<file path="config.mk">
export PLATFORM = sky130hd
export DESIGN_NAME = sync_fifo_param
export DESIGN_NICKNAME = d
export VERILOG_FILES = /design/src/rtl/sync_fifo_param.sv
export SDC_FILE = /design/constraint.sdc
export NUM_CORES = 1
export LEC_CHECK = 0
export BUFFER_PORTS_ARGS = -buffer_cell sky130_fd_sc_hd__buf_4
export CORE_MARGIN = 10
export CORE_UTILIZATION = 55
export DETAILED_ROUTE_END_ITERATION = 10
export GPL_TIMING_DRIVEN = 0
export PLACE_DENSITY = 0.75
export SLEW_MARGIN = 20
export SYNTH_ARGS = -nofsm -noshare
export SYNTH_HDL_FRONTEND = slang
export SYNTH_SLANG_ARGS = --single-unit
</file>
<file path="constraint.sdc">
create_clock -name clk -period 2.6 [get_ports clk]
set_input_delay 0.52 -clock clk [delete_from_list [all_inputs] [get_ports clk]]
set_output_delay 0.52 -clock clk [all_outputs]
set_load 0.02 [all_outputs]
</file>
<file path="src/rtl/sync_fifo_param.sv">
// Parametrised single-clock FIFO with occupancy count, programmable almost flags,
// overflow/underflow pulses, synchronous flush and optional first-word-fall-through read.
module sync_fifo_param #(
  parameter int DATA_W    = 8,
  parameter int DEPTH     = 16,
  parameter int AF_THRESH = 14,
  parameter int AE_THRESH = 2,
  parameter int FWFT      = 0
) (
  input  logic                     clk,
  input  logic                     rst_n,
  input  logic                     flush,
  input  logic                     w_en,
  input  logic                     r_en,
  input  logic [DATA_W-1:0]        data_in,
  output logic [DATA_W-1:0]        data_out,
  output logic                     full,
  output logic                     empty,
  output logic                     almost_full,
  output logic                     almost_empty,
  output logic [$clog2(DEPTH):0]   count,
  output logic                     overflow,
  output logic                     underflow
);

  localparam int AW = $clog2(DEPTH);
  localparam int CW = AW + 1;
  localparam logic [CW-1:0] FULL_CNT = CW'(DEPTH);
  localparam logic [CW-1:0] AF_CNT   = CW'(AF_THRESH);
  localparam logic [CW-1:0] AE_CNT   = CW'(AE_THRESH);

  logic [DATA_W-1:0] mem_q [DEPTH];
  logic [AW-1:0]     wr_ptr_q, wr_ptr_d;
  logic [AW-1:0]     rd_ptr_q, rd_ptr_d;
  logic [CW-1:0]     count_q, count_d;
  logic              ovf_q, unf_q;
  logic              wr_ok, rd_ok;

  // Full FIFO still accepts a write when a read frees a slot in the same cycle.
  assign wr_ok = w_en & (~full | r_en);
  assign rd_ok = r_en & ~empty;

  assign full         = (count_q == FULL_CNT);
  assign empty        = (count_q == '0);
  assign almost_full  = (count_q >= AF_CNT);
  assign almost_empty = (count_q <= AE_CNT);
  assign count        = count_q;
  assign overflow     = ovf_q;
  assign underflow    = unf_q;

  always_comb begin
    wr_ptr_d = wr_ptr_q;
    rd_ptr_d = rd_ptr_q;
    count_d  = count_q;
    if (wr_ok) wr_ptr_d = wr_ptr_q + AW'(1);
    if (rd_ok) rd_ptr_d = rd_ptr_q + AW'(1);
    case ({wr_ok, rd_ok})
      2'b10:   count_d = count_q + CW'(1);
      2'b01:   count_d = count_q - CW'(1);
      default: count_d = count_q;
    endcase
  end

  always_ff @(posedge clk or negedge rst_n) begin
    if (!rst_n) begin
      wr_ptr_q <= '0;
      rd_ptr_q <= '0;
      count_q  <= '0;
      ovf_q    <= 1'b0;
      unf_q    <= 1'b0;
    end else if (flush) begin
      wr_ptr_q <= '0;
      rd_ptr_q <= '0;
      count_q  <= '0;
      ovf_q    <= 1'b0;
      unf_q    <= 1'b0;
    end else begin
      wr_ptr_q <= wr_ptr_d;
      rd_ptr_q <= rd_ptr_d;
      count_q  <= count_d;
      ovf_q    <= w_en & ~wr_ok;
      unf_q    <= r_en & ~rd_ok;
    end
  end

  // Storage is not reset, but a write is never committed while reset is held.
  always_ff @(posedge clk) begin
    if (rst_n && !flush && wr_ok) mem_q[wr_ptr_q] <= data_in;
  end

  generate
    if (FWFT != 0) begin : g_fwft
      assign data_out = empty ? '0 : mem_q[rd_ptr_q];
    end else begin : g_reg
      logic [DATA_W-1:0] dout_q;
      always_ff @(posedge clk or negedge rst_n) begin
        if (!rst_n)      dout_q <= '0;
        else if (flush)  dout_q <= '0;
        else if (rd_ok)  dout_q <= mem_q[rd_ptr_q];
      end
      assign data_out = dout_q;
    end
  endgenerate

endmodule
</file>
==> qor.yml <==
status: "finished, final reports clean"
arrival_ns: 1.99
min_from: "data_in[3]"
cts_buffer_depth: 2
power_density_nw_per_um2: 939
fp-row-count: 38
avgSynthCellArea_um2: 18.5
yosysWarnings: 0
syn_inst: 335
cts_root_buf: "clkbuf_16"
area_delta_synth_final_pct: 19.5
r2r_setup_slack_ns: 0.09
peakVddDrop_mv: 0.815
postRouteAntennaNets: 0
synth_top_family_by_area: "multiplexers"
die_w_um: 126
synthMuxAreaShare_pct: 15.2
finalSetupTns_ns: 0
final_nets: 417
synth_compound_area_share_pct: 2.97
fin_ws_ns: 0.0866
grt_pass1_vias: 3465
htree_levels: 4
synth_seq_cells: 151
synth_top_area_cell: "edfxtp_1"
io_pins: 32
port_buffers: 30
hold-path-endpoint: "mem_q[2][3]$_DFFE_PP_"
synth_nets: 357
synthTopCellsByCount: "128 x edfxtp_1, 32 x mux4_2, 24 x nor2_1"
cp-start-kind: "flop"
cp.required_ns: 2.08
finalInstanceArea_um2: 7410
routedWlPerCell_um: 23.3
drive_gt1_share_pct: 34.1
fin_hold_ws_ns: 0.403
setup_viol: 0
pre_cts_slack_ns: -0.175
clk_latency_ns: 0.42
setup.worst_path.class: "reg -> out"
cts_tree: "built"
synth_area_um2: 6200
synth_simple_gate_area_share_pct: 5.67
r2r-start: "count[3]$_DFFE_PN0P_"
holdPathStages: 1
numCtsBuffers: 17
synthAdderAreaFrac_pct: 1.94
max_freq_ghz: 0.398
report.final.slew_viol_count: 0
yosys-top-cells-area: "edfxtp_1 62%, mux4_2 12%, dfrtp_1 9.3%, mux2i_1 3.4%, ha_1 1.6%"
antenna_found_initial: 0
synth-edff-count: 128
crit_path_end_kind: "output pin"
antenna_cells: 0
hold_path_class: "in -> reg"
synth_most_common_cell: "edfxtp_1"
tightest_slew_ns: 0.898
synth_cell_types: 41
synth-xor-area-share_pct: 1.27
vias: 3287
die_y_um: 126
ys_seq_area_share_pct: 71.3
leakage_nw: 2.53
hold_violations: 0
grt_overflow: 0
synth_top_flop_cell: "edfxtp_1"
async_flop_share_pct: 15.2
grt_start_max_net_pins: 25
rsz0062_at_grt: "yes"
crit_fanout: 4
wirelength_mm: 12.8
place_inst: 505
placed_area_um2: 6630
hpwl_mm: 8.10
reg2reg_to: "count[4]$_DFFE_PN0P_"
finalClockSkew_ns: 0.00635
power_mw: 6.96
route.detailed.drc: 0
drt-initial-drc-count: 404
core_area_um2: 10900
track_usage_pct: 16.3
place_congestion: 0.779
first_pass_iters: 5
clock-sinks: 151
slew_headroom_pct: 40.2
instances_no_fill: 548
clk_pin_slew_ns: 0.06
max-cap-violations: 0
final_core_util_pct: 67.7
dieArea_um2: 15900
layout_min_cycle_time_ns: 2.51
initial_core_util_pct: 56.7
synth_top_area_share_pct: 62.0
via_per_inst: 6.00
grt_pass1_wl_mm: 19.6
ff2ff_path_depth: 10
post-route-period-util_pct: 96.7
[cell families after synthesis]
family | count (synthesis)
fa+ha+maj | 9
simple gates | 68
xor+xnor | 9
compound gates | 21
buf+inv | 23
flops | 151
mux | 54
[worst max-delay path by stage]
| stage | startpoint | end | slack, ns | cells past startpoint |
|---|---|---|---|---|
| 3_5_place_dp | count[1]$_DFFE_PN0P_ | count[4]$_DFFE_PN0P_ | -0.17 | 10 |
| 5_1_grt | rst_n | mem_q[0][0]$_DFFE_PP_ | -0.05 | 5 |
| 4_1_cts | count[1]$_DFFE_PN0P_ | count[4]$_DFFE_PN0P_ | 0.008 | 10 |
| 3_3_place_gp | w_en | mem_q[2][5]$_DFFE_PP_ | -0.26 | 4 |
| 2_1_floorplan | count[0]$_DFFE_PN0P_ | count[4]$_DFFE_PN0P_ | 0.004 | 10 |
| 6_report | count[3]$_DFFE_PN0P_ | empty | 0.09 | 6 |
[state kept, by name, indices dropped and copies added (netlist names)]
| signal | flops |
|---|---|
| overflow | 1 |
| wr_ptr_q | 4 |
| mem_q | 128 |
| data_out | 8 |
| rd_ptr_q | 4 |
| count | 5 |
| underflow | 1 |
[where the power goes]
part | leakage, nW | switching [mW] | internal [mW]
clock network | 0.282 | 0.977 | 1.52
logic | 0.787 | 0.860 | 0.788
registers | 1.46 | 0.0831 | 2.73
total | 2.53 | 1.92 | 5.04
[layout make-up]
class / count / area (um2)
Fill cell: 703 / 3530
Inverter: 5 / 21.3
Clock buffer: 18 / 429
Clock inverter: 14 / 175
Timing Repair Buffer: 41 / 310
Tap cell: 140 / 175
Sequential cell: 151 / 4420
Multi-Input combinational cell: 161 / 1790
Buffer: 18 / 90.1
[cells in the final DEF (no fill, tap or decap), types with 5 or more instances in the layout]
master	synthesis	layout
buf_2	5	5
buf_4	3	42
clkbuf_1	8	8
clkbuf_16	0	17
dfrtp_1	23	21
edfxtp_1	128	128
ha_1	8	6
mux2i_1	21	21
mux4_2	32	32
nand2_1	10	10
nand3b_1	10	10
nor2_1	24	14
nor2_2	0	10
o221ai_1	8	8
xnor2_1	5	5
[repair_timing]
| action | in CTS | in global routing |
|---|---|---|
| hold buffers | 1 | 0 |
| hold endpoints to repair | 22 | 0 |
| setup buffers | 5 | 5 |
| gates cloned | 0 | 0 |
| endpoints found under the setup margin | 1 | 105 |
| pin swaps | 2 | 5 |
| gates resized for setup | 5 | 19 |
[worst max-delay path: stages, from the launching register on]
cell	delay (ns)
dfrtp_2	0.41
or4_4	0.53
buf_6	0.14
buf_4	0.13
buf_4	0.13
nor2_1	0.09
buf_4	0.15
[routing by layer]
metal | track usage [%] | routed length (um) | vias up
met2 | 26.6 | 6560 | 113
met3 | 5.79 | 853 | 18
met1 | 19.3 | 5070 | 1701
li1 | - | - | 1455
met5 | 0 | 0 | -
met4 | 6.97 | 308 | 0
Power figures use the tool's default switching activity.
